==> src/rtl/lc3b_types.sv <==
// Shared LC-3b types: ALU operation codes and the multiply/divide sequencer states.
// Also holds the default iteration count of the iterative multiply/divide unit.
package lc3b_types;

   localparam int MULDIV_ITERS = 16;

   typedef enum logic [3:0] {
      alu_add,
      alu_and,
      alu_not,
      alu_pass,
      alu_sll,
      alu_srl,
      alu_sra,
      alu_mult,
      alu_div
   } lc3b_aluop;

   typedef enum logic [1:0] {
      IDLE,
      MUL,
      DIV,
      DONE
   } muldiv_state;

endpackage

==> src/rtl/muldiv_unit.sv <==
// Iterative unsigned multiply / restoring divide; done ITERS+1 edges after accept (1 for divide-by-zero).
// No backpressure: start is accepted only from IDLE/DONE and ignored while busy; flush aborts silently.
module muldiv_unit
   import lc3b_types::*;
#(
   parameter int WIDTH = 16,
   parameter int ITERS = WIDTH
) (
   input  logic             clk,
   input  logic             rst_n,
   input  logic             start,
   input  lc3b_aluop        aluop,
   input  logic [WIDTH-1:0] a,
   input  logic [WIDTH-1:0] b,
   input  logic             flush,
   output logic             busy,
   output logic             done,
   output logic [WIDTH-1:0] result,
   output logic [WIDTH-1:0] remainder,
   output logic             div_by_zero
);

   localparam int CW = (ITERS > 1) ? $clog2(ITERS) : 1;

   muldiv_state        state, next_state;
   logic [CW-1:0]      cnt;
   logic [WIDTH-1:0]   a_q, b_q;
   lc3b_aluop          op_q;
   logic [2*WIDTH-1:0] acc;
   logic               accept, last_iter;
   logic [WIDTH:0]     mul_sum, rem_sh, rem_diff;
   logic [2*WIDTH-1:0] acc_mul, acc_div;

   assign accept    = (state == IDLE || state == DONE) && start && !flush &&
                      (aluop == alu_mult || aluop == alu_div);
   assign last_iter = (cnt == CW'(ITERS - 1));

   // Multiply keeps the multiplier in the low half and shifts the product in from the top;
   // divide shifts the dividend out of the low half while quotient bits fill in behind it.
   always_comb begin
      mul_sum  = {1'b0, acc[2*WIDTH-1:WIDTH]} + (acc[0] ? {1'b0, a_q} : {(WIDTH+1){1'b0}});
      acc_mul  = {mul_sum, acc[WIDTH-1:1]};
      rem_sh   = acc[2*WIDTH-1:WIDTH-1];
      rem_diff = rem_sh - {1'b0, b_q};
      if (rem_diff[WIDTH])
         acc_div = {rem_sh[WIDTH-1:0], acc[WIDTH-2:0], 1'b0};
      else
         acc_div = {rem_diff[WIDTH-1:0], acc[WIDTH-2:0], 1'b1};
   end

   always_ff @(posedge clk or negedge rst_n) begin
      if (!rst_n)
         state <= IDLE;
      else
         state <= next_state;
   end

   always_comb begin
      next_state = state;
      if (flush) begin
         next_state = IDLE;
      end else begin
         case (state)
            IDLE, DONE: begin
               next_state = IDLE;
               if (accept) begin
                  if (aluop == alu_mult)
                     next_state = MUL;
                  else if (b == '0)
                     next_state = DONE;
                  else
                     next_state = DIV;
               end
            end
            MUL, DIV: if (last_iter) next_state = DONE;
            default:  next_state = IDLE;
         endcase
      end
   end

   always_comb begin
      busy = (state == MUL) || (state == DIV);
      done = (state == DONE);
   end

   always_ff @(posedge clk or negedge rst_n) begin
      if (!rst_n) begin
         cnt         <= '0;
         a_q         <= '0;
         b_q         <= '0;
         op_q        <= alu_add;
         acc         <= '0;
         result      <= '0;
         remainder   <= '0;
         div_by_zero <= 1'b0;
      end else if (accept) begin
         a_q  <= a;
         b_q  <= b;
         op_q <= aluop;
         cnt  <= '0;
         acc  <= (aluop == alu_mult) ? {{WIDTH{1'b0}}, b} : {{WIDTH{1'b0}}, a};
         if (aluop == alu_div && b == '0) begin
            result      <= '1;
            remainder   <= a;
            div_by_zero <= 1'b1;
         end
      end else if (busy && !flush) begin
         cnt <= cnt + 1'b1;
         if (op_q == alu_mult) begin
            acc <= acc_mul;
            if (last_iter) begin
               result      <= acc_mul[WIDTH-1:0];
               remainder   <= '0;
               div_by_zero <= 1'b0;
            end
         end else begin
            acc <= acc_div;
            if (last_iter) begin
               result      <= acc_div[WIDTH-1:0];
               remainder   <= acc_div[2*WIDTH-1:WIDTH];
               div_by_zero <= 1'b0;
            end
         end
      end
   end

endmodule

==> config.mk <==
export PLATFORM = sky130hd
export DESIGN_NAME = muldiv_unit
export DESIGN_NICKNAME = d
export VERILOG_FILES = /design/src/rtl/lc3b_types.sv /design/src/rtl/muldiv_unit.sv
export SDC_FILE = /design/constraint.sdc
export NUM_CORES = 1
export LEC_CHECK = 0
export CORE_ASPECT_RATIO = 2
export CORE_MARGIN = 4
export CORE_UTILIZATION = 62
export DETAILED_ROUTE_END_ITERATION = 16
export GPL_TIMING_DRIVEN = 0
export HOLD_SLACK_MARGIN = 0.06
export PLACE_DENSITY = 0.95
export SLEW_MARGIN = 5
export SYNTH_ARGS = -nofsm -noshare
export SYNTH_HDL_FRONTEND = slang
export SYNTH_SLANG_ARGS = --single-unit
==> constraint.sdc <==
create_clock -name clk -period 5.2 [get_ports clk]
set_input_delay 1.04 -clock clk [delete_from_list [all_inputs] [get_ports clk]]
set_output_delay 1.04 -clock clk [all_outputs]
set_load 0.02 [all_outputs]
==> results.md, run 1 <==
* Post-layout instance count excluding filler cells at around 1,000
* Routed length per instance at 24.14 um
* Fraction of the yosys area taken by sequential cells at between 40% and 50%
* Via count of the routed design at between 7,000 and 8,000
* Maximum number of buffers from clock root to sink at 2
* Leakage power of the design at 0.003545 uW
* Placed wire-length estimate after detailed placement at roughly 17 mm
* Data required, critical path at 5.48 ns
* Number of gates resized after cts at 0
* Total number of H-tree levels at 3
* Number of cell rows at 53
* Share of flip-flops with an asynchronous set or reset at 100.0%
* Status: finished, final reports clean
* Antenna cell count at 0
* Post-synthesis cell count at just under 800
* Power density over the cells at 646.6 nW/um2
* Layout overhead on the synthesized area at 18.69%
* Number of antenna-violating nets in the routed design at 0
* Rel. slew slack at ~29%
* Number of clock sinks seen by CTS at approximately 110
* Die Span Y at about 150 um
* TritonCTS clock tree: yes
* DP Area at roughly 7600 um2
* R2r endpoint: acc[31]
* Cell type with the largest total area after synthesis: sky130_fd_sc_hd__dfrtp_1
* Post-Syn Nets at 853
* Number of remaining DRC errors at 0
* Number of enable flip-flop cells after synthesis at 0
* Effective utilization at floorplan at between 60% and 70%
* Cell count of the worst reg-to-reg path at 13
* Final worst path period need at approximately 4.4 ns
* Cells traversed along the worst timing path: clkdlybuf4s50_1 -> nor4_1 -> nand4_1 -> nor2_1 -> nor2_1 -> nor2_1 -> buf_2 -> nand2_1 -> o21ai_0
* Area of the die at ~13,000 um2
* Final cell utilization of the core at approximately three quarters
* Number of filler instances in the final layout at approximately 770
* Post-synthesis average cell area at 8.546 um2
* Fraction of layout cells with a size suffix above 1 at about 4.3%
* Net count reported at finish at about 940
* First-pass GRT wire length at ~38 mm
* Number of buffers inserted during clock tree synthesis at 9
* IO Port Bufs at 74
* Leading cell types by total area after synthesis: sky130_fd_sc_hd__dfrtp_1, sky130_fd_sc_hd__ha_1, sky130_fd_sc_hd__nand2_1
* Worst vdd ir at roughly 0.0005 V
* Post-Route WL at 24.27 mm
* Max Freq at roughly 0.23 GHz
* Worst slew pin tran at about 1.1 ns
* Overall fraction of global-route tracks in use at about two fifths
* Library cells used by synthesis at 60
* Number of placed I/O pins at 75
* Worst Hold Launch: a_q[9]
* Library cell appearing most often on the critical path: sky130_fd_sc_hd__nor2_1
* Syn. warnings at 0
* Type of the setup path with the least slack: in2reg
* Final Hold Fails at 0
* Max FO, Critical Path at 10
* Count of final setup violators at 0
* Post-CTS Hold Buffers at 0
* Worst-case register-to-register setup slack at about 1.2 ns
* Pin count of the biggest net entering global routing at 59
* Share of Yosys cell area claimed by the top area cell type at about two fifths
* Netlist Area Pre-Place at 6640 um2
* Clock slew at reported path FFs at about 0.08 ns
* Stages on the worst setup path at 9
* Starting DRT DRC Count at between 1,000 and 1,500
* Final RePlAce weighted congestion at approximately 1.0
* Largest clock skew in the final design at between 0.01 and 0.015 ns
* Register bit total from synthesis at 107
* Instance count along the most critical hold path at 2
* Root buffer selected by CTS: sky130_fd_sc_hd__clkbuf_16
* Clock latency at the later pin of the worst-skew pair at 0.38 ns
* Dominant delay contributor by cell family on the critical path: simple AND/OR/NAND/NOR gates
* Ratio of routed vias to standard cells at around 7
* R2r startpoint: acc[0]
* Final count of pins violating max slew at 0
* Part of the cycle the worst path needs at 85.35%
* Setup repair after global routing missed its margin: false
* Antenna violations before repair at 1
* Final setup margin at between 0.7 and 0.8 ns
* Drt first pass iters at 8
* Arrival time worst endpoint at about 4.7 ns
* Max-capacitance violation count at 0
* Final-layout setup total negative slack at 0 ns
* Top flip-flop cell by instance count after synthesis: sky130_fd_sc_hd__dfrtp_1
* Floorplan Core Area at about 10,000 um2
* # Post-CTS Setup Buffers at 0
* Hold worst-path end: a_q[9]
* Via count of the first global-routing pass at between 7,000 and 8,000
* Crit path buf inv count at 2
* Slowest stage cell on the critical path: sky130_fd_sc_hd__nor4_1
* Placed cell count at roughly 990
* Startpoint types: input pin
* Die X-Extent at around 81 um
* Maximum cell stage delay along the critical path at about 0.94 ns
* Place WS at 0.6531 ns
* Worst Hold Class: reg2reg
* Nature of the critical path endpoint: flop
* Global-route congestion overflow total at 0
* Post-route cell area at between 7000 and 8000 um2
## worst max path at each step
stage                         from  slack [ns]             to
after global placement       rst_n       -0.87  remainder[15]
after global routing      aluop[1]        0.72   remainder[2]
final                        b[15]        0.76  remainder[12]
after CTS                 aluop[1]        0.96      result[7]
after floorplan           aluop[1]        2.06  remainder[12]
after detailed placement  aluop[1]        0.65      result[7]
## cells in the final DEF (no fill, tap or decap), types with 7 or more instances in the layout
master	n
sky130_fd_sc_hd__dfrtp_1	107
sky130_fd_sc_hd__nand2_1	102
sky130_fd_sc_hd__nor2_1	74
sky130_fd_sc_hd__clkdlybuf4s50_1	73
sky130_fd_sc_hd__a21oi_1	64
sky130_fd_sc_hd__o21ai_0	58
sky130_fd_sc_hd__a31oi_1	41
sky130_fd_sc_hd__clkbuf_1	37
sky130_fd_sc_hd__ha_1	34
sky130_fd_sc_hd__inv_1	27
sky130_fd_sc_hd__mux2i_1	20
sky130_fd_sc_hd__nand3_1	19
sky130_fd_sc_hd__and2_1	17
sky130_fd_sc_hd__a22oi_1	16
sky130_fd_sc_hd__nor4_1	14
sky130_fd_sc_hd__xnor2_1	14
sky130_fd_sc_hd__a21o_1	11
sky130_fd_sc_hd__nand2b_1	9
sky130_fd_sc_hd__a211oi_1	9
sky130_fd_sc_hd__clkbuf_16	9
sky130_fd_sc_hd__xor2_1	8
sky130_fd_sc_hd__nand4_1	7
sky130_fd_sc_hd__o211ai_1	7
sky130_fd_sc_hd__o21a_1	7
sky130_fd_sc_hd__nor3_1	7
## cell families (layout without fill, tap and decap cells)
| group | after synthesis | count (layout) | synth area share, % |
|---|---|---|---|
| AOI/OAI and AO/OA | 246 | 246 | 23.12 |
| xor gates and xnor gates | 22 | 22 | 2.902 |
| adders and majority gates | 36 | 36 | 7.010 |
| buffers and inverters | 71 | 162 | 4.221 |
| DFF | 107 | 107 | 40.32 |
| muxes | 20 | 20 | 3.015 |
| and+or+nand+nor | 275 | 275 | 19.41 |
## Yosys cell counts (11+ instances only)
| library cell | n |
|---|---|
| sky130_fd_sc_hd__mux2i_1 | 20 |
| sky130_fd_sc_hd__a22oi_1 | 16 |
| sky130_fd_sc_hd__a31oi_1 | 41 |
| sky130_fd_sc_hd__nor2_1 | 74 |
| sky130_fd_sc_hd__and2_1 | 17 |
| sky130_fd_sc_hd__dfrtp_1 | 107 |
| sky130_fd_sc_hd__o21ai_0 | 58 |
| sky130_fd_sc_hd__inv_1 | 27 |
| sky130_fd_sc_hd__xnor2_1 | 14 |
| sky130_fd_sc_hd__nand3_1 | 19 |
| sky130_fd_sc_hd__a21oi_1 | 64 |
| sky130_fd_sc_hd__nor4_1 | 14 |
| sky130_fd_sc_hd__nand2_1 | 102 |
| sky130_fd_sc_hd__a21o_1 | 11 |
| sky130_fd_sc_hd__clkbuf_1 | 37 |
| sky130_fd_sc_hd__ha_1 | 34 |
## through the flow
| stage | power [uW] | hold WS, ns |
|---|---|---|
| after floorplan | 3397 | 0.4380 |
| after global placement | 4063 | 0.4513 |
| after detailed placement | 4172 | 0.4628 |
| after CTS | 4939 | 0.4796 |
| after global routing | 5383 | 0.5061 |
| final | 5096 | 0.4854 |
## where the power goes
group	internal (uW)	switching, uW	total [uW]
sequential	1090	240	1330
combinational	1160	1880	3040
clock	343	382	724
## sequential cells by signal (all words and copies together) (netlist names)
register     cells
remainder       16
div_by_zero      1
result          16
acc             32
state            2
b_q             16
a_q             16
cnt              4
op_q             4
## layer usage
| metal | vias to the layer above | global-route usage, % | routed length, um |
|---|---|---|---|
| li1 | 2972 | - | - |
| met1 | 3259 | 44.29 | 7443 |
| met2 | 662 | 62.89 | 11350 |
| met3 | 222 | 11.19 | 2781 |
| met4 | 2 | 35.78 | 2675 |
| met5 | - | 0 | 12 |
## final cells by class
type                    count  area [um2]  share of cell area (%)
clock inverters             7       78.83                   1.000
flip-flops and latches    107        2678                   33.97
multi-input cells         599        3682                   46.72
clock buffers               9       225.2                   2.858
repair buffers             75       765.7                   9.716
well taps                 137       171.4                   2.175
plain buffers              44       178.9                   2.270
inverters                  27       101.3                   1.286
## worst register-to-register path, cell delays in order, from the launching register on
cell and delay (ns):
sky130_fd_sc_hd__dfrtp_1 0.58, sky130_fd_sc_hd__clkbuf_1 0.49, sky130_fd_sc_hd__and2_1 0.21, sky130_fd_sc_hd__ha_1 0.22, sky130_fd_sc_hd__inv_1 0.08, sky130_fd_sc_hd__fa_1 0.40, sky130_fd_sc_hd__nor2b_1 0.23, sky130_fd_sc_hd__o2111ai_1 0.23
sky130_fd_sc_hd__nand3_1 0.20, sky130_fd_sc_hd__a41o_1 0.35, sky130_fd_sc_hd__a311oi_1 0.14, sky130_fd_sc_hd__a311oi_1 0.37, sky130_fd_sc_hd__a211oi_1 0.17, sky130_fd_sc_hd__o31ai_1 0.25
Power figures use the tool's default switching activity.
==> run 2: changes to the inputs <==
- CORE_UTILIZATION: 62 -> 57
- GPL_TIMING_DRIVEN: 0 -> not set
- PLACE_DENSITY: 0.95 -> 0.9
- clock period: 5.2 -> 5.04 ns (I/O delays scaled with it)
==> run 2 against run 1 <==
Net effect: design area is 0.89% lower; sequential share of layout area increased by 0.30 points; clock power rose by 2%; wire length decreased by 14%; utilization is 6.4 points lower; global-route usage decreased by 10 points; via count decreased by 7.2%; worst setup slack better by 0.43 ns; first-iteration DRC count shrank 28%; register-to-register slack better by 0.03 ns.
==> results.md, run 2 (synthesis results as in run 1) <==
* Status: finished, final reports clean (unchanged)
* Slowest stage cell on the critical path: sky130_fd_sc_hd__or3_1 (was sky130_fd_sc_hd__nor4_1)
* Maximum cell stage delay along the critical path at 0.75 ns (was 0.94 ns)
* Instance count along the most critical hold path at 2 (unchanged)
* Die X-Extent at 84.32 um (was 81.18 um)
* Via count of the routed design at 6,607 (was 7,117)
* Dominant delay contributor by cell family on the critical path: compound AO/OA/AOI/OAI gates (was simple AND/OR/NAND/NOR gates)
* Die Span Y at 160.6 um (was 154.4 um)
* Setup repair after global routing missed its margin: false (unchanged)
* Worst slew pin tran at 0.9641 ns (was 1.052 ns)
* Fraction of layout cells with a size suffix above 1 at 5.742% (was 4.263%)
* Global-route track usage on met3 at 5.544% (was 11.19%)
* Max FO, Critical Path at 18 (was 10)
* Number of cell rows at 55 (was 53)
* Commonest non-fill, non-tap cells in the layout: sky130_fd_sc_hd__dfrtp_1, sky130_fd_sc_hd__nand2_1, sky130_fd_sc_hd__clkdlybuf4s50_1 (was sky130_fd_sc_hd__dfrtp_1, sky130_fd_sc_hd__nand2_1, sky130_fd_sc_hd__nor2_1)
* Clock latency at the later pin of the worst-skew pair at 0.37 ns (was 0.38 ns)
* Place WS at 1.174 ns (was 0.6531 ns)
* Final count of pins violating max slew at 0 (unchanged)
* Routed length per instance at 21.24 um (was 24.14 um)
* Ratio of routed vias to standard cells at 6.756 (was 7.082)
* Layout overhead on the synthesized area at 17.64% (was 18.69%)
* Nature of the critical path endpoint: flop (unchanged)
* Maximum number of buffers from clock root to sink at 2 (unchanged)
* Final Hold Fails at 0 (unchanged)
* Antenna violations before repair at 0 (was 1)
* Max-capacitance violation count at 0 (unchanged)
* Post-CTS Hold Buffers at 0 (unchanged)
* Largest clock skew in the final design at 0.01428 ns (was 0.01260 ns)
* Count of final setup violators at 0 (unchanged)
* Most utilized layer in the global route result: met2 (unchanged)
* First-pass GRT wire length at 32.46 mm (was 37.74 mm)
* Final-layout setup total negative slack at 0 ns (unchanged)
* GR met1 Demand/Resource at 33.75% (was 44.29%)
* Root buffer selected by CTS: sky130_fd_sc_hd__clkbuf_16 (unchanged)
* Number of gates resized after cts at 0 (unchanged)
* Number of placed I/O pins at 75 (unchanged)
* Effective utilization at floorplan at 58.48% (was 63.37%)
* Power density over the cells at 651.4 nW/um2 (was 646.6 nW/um2)
* Pin count of the biggest net entering global routing at 77 (was 59)
* TritonCTS clock tree: yes (unchanged)
* Net count reported at finish at 907 (was 939)
* Flip-flop count of the largest register after layout at 32 (unchanged)
* Worst Hold Class: reg2reg (unchanged)
* Via count of the first global-routing pass at 6,532 (was 7,122)
* Area of the die at 13,550 um2 (was 12,530 um2)
* Global-route congestion overflow total at 0 (unchanged)
* Worst vdd ir at 0.0004284 V (was 0.0005003 V)
* Number of buffers inserted during clock tree synthesis at 9 (unchanged)
* GR Layer Usage met2 at 52.91% (was 62.89%)
* Final cell utilization of the core at 68.79% (was 75.22%)
* Arrival time worst endpoint at 4.07 ns (was 4.72 ns)
* Rel. slew slack at 35.72% (was 29.19%)
* IO Port Bufs at 74 (unchanged)
* Final worst path period need at between 3 and 4 ns
* Cells traversed along the worst timing path: inv_1 -> ha_1 -> fa_1 -> nor2b_1 -> o211ai_1 -> a211oi_1 -> or4_4 -> a21oi_1 -> buf_4 -> or3_1 -> a31oi_1 -> o21ai_0 (was clkdlybuf4s50_1 -> nor4_1 -> nand4_1 -> nor2_1 -> nor2_1 -> nor2_1 -> buf_2 -> nand2_1 -> o21ai_0)
* Drt first pass iters at 5 (was 8)
* Stages on the worst setup path at 12 (was 9)
* Number of clock sinks seen by CTS at 107 (unchanged)
* Max Freq at ~0.26 GHz
* Clock slew at reported path FFs at 0.09 ns (was 0.08 ns)
* Total number of H-tree levels at 3 (unchanged)
* Cell count of the worst reg-to-reg path at 12 (was 13)
* # Post-CTS Setup Buffers at 0 (unchanged)
* Placed wire-length estimate after detailed placement at 14.80 mm (was 17.10 mm)
* Number of remaining DRC errors at 0 (unchanged)
* Startpoint types: flop (was input pin)
* Floorplan Core Area at 11,350 um2 (was 10,480 um2)
* Crit path buf inv count at 2 (unchanged)
* Number of antenna-violating nets in the routed design at 0 (unchanged)
* Post-Route WL at 20.77 mm (was 24.27 mm)
* Antenna cell count at 0 (unchanged)
* Final setup margin at 1.196 ns (was 0.7619 ns)
* Data required, critical path at 5.27 ns (was 5.48 ns)
* Overall fraction of global-route tracks in use at 30.44% (was 40.67%)
* Largest register by flop count: acc (unchanged)
* Final RePlAce weighted congestion at 1.038 (was 0.9959)
* Most common library cell in the layout ignoring fill and taps: sky130_fd_sc_hd__dfrtp_1 (unchanged)
* Leakage power of the design at 0.003562 uW (was 0.003545 uW)
* Type of the setup path with the least slack: reg2reg (was in2reg)
* Number of filler instances in the final layout at 867 (was 768)
* Starting DRT DRC Count at 822 (was 1,140)
* Part of the cycle the worst path needs at 76.27%
-- run 2: cell count changes in the layout (fill, tap and decap cells not counted), sizes merged --
cell,before,now
buf,9,14
clkbuf,46,9
clkinvlp,2,0
inv,30,32
-- run 2: worst register-to-register path, cell delays in order (launching register included) --
cell	delay [ns]
sky130_fd_sc_hd__dfrtp_1	0.38
sky130_fd_sc_hd__inv_1	0.07
sky130_fd_sc_hd__ha_1	0.20
sky130_fd_sc_hd__fa_1	0.41
sky130_fd_sc_hd__nor2b_1	0.17
sky130_fd_sc_hd__o211ai_1	0.17
sky130_fd_sc_hd__a211oi_1	0.43
sky130_fd_sc_hd__or4_4	0.23
sky130_fd_sc_hd__a21oi_1	0.06
sky130_fd_sc_hd__buf_4	0.20
sky130_fd_sc_hd__or3_1	0.76
sky130_fd_sc_hd__a31oi_1	0.51
sky130_fd_sc_hd__o21ai_0	0.12
-- run 2: per-layer routing --
metal,vias up,share of wire [%]
li1,2909,-
met1,3090,33
met2,463,50
met3,145,8.7
met4,0,7.8
met5,-,0
-- run 2: power breakdown --
part	switching [uW]	total [uW]	internal (uW)
clock network	381	741	360
logic	1810	2990	1170
registers	236	1360	1120
total	2430	5090	2660
-- run 2: layout make-up --
| type | instances | area (um2) | area share, % |
|---|---|---|---|
| clock buffer | 9 | 225.2 | 2.883 |
| multi-input combinational | 599 | 3707 | 47.46 |
| inverter | 27 | 101.3 | 1.297 |
| tap | 142 | 177.7 | 2.275 |
| timing repair buffer | 87 | 835.8 | 10.70 |
| sequential | 107 | 2678 | 34.28 |
| clock inverter | 7 | 86.33 | 1.105 |
-- run 2: final timing paths --
| check | start | endpoint | slack, ns |
|---|---|---|---|
| worst max-delay path | acc[15] | remainder[12] | 1.20 |
| worst min-delay path | a_q[8] | a_q[8] | 0.47 |
| worst max register to register | acc[15] | remainder[12] | 1.20 |
| worst min register to register | a_q[8] | a_q[8] | 0.47 |
| max in group asynchronous | rst_n | b_q[10] | 3.23 |
| min in group asynchronous | rst_n | acc[22] | 0.80 |
-- run 2: per-stage QoR --
step                hold WS [ns]  total power [uW]  instances  cell area, um2
CTS                       0.4777              4994        978            7811
global placement          0.4519              4131        962            7500
floorplan                 0.4380              3504        777            6640
detailed placement        0.4575              4210        962            7500
global route              0.4985              5392        978            7811
finish                    0.4722              5088        978            7811
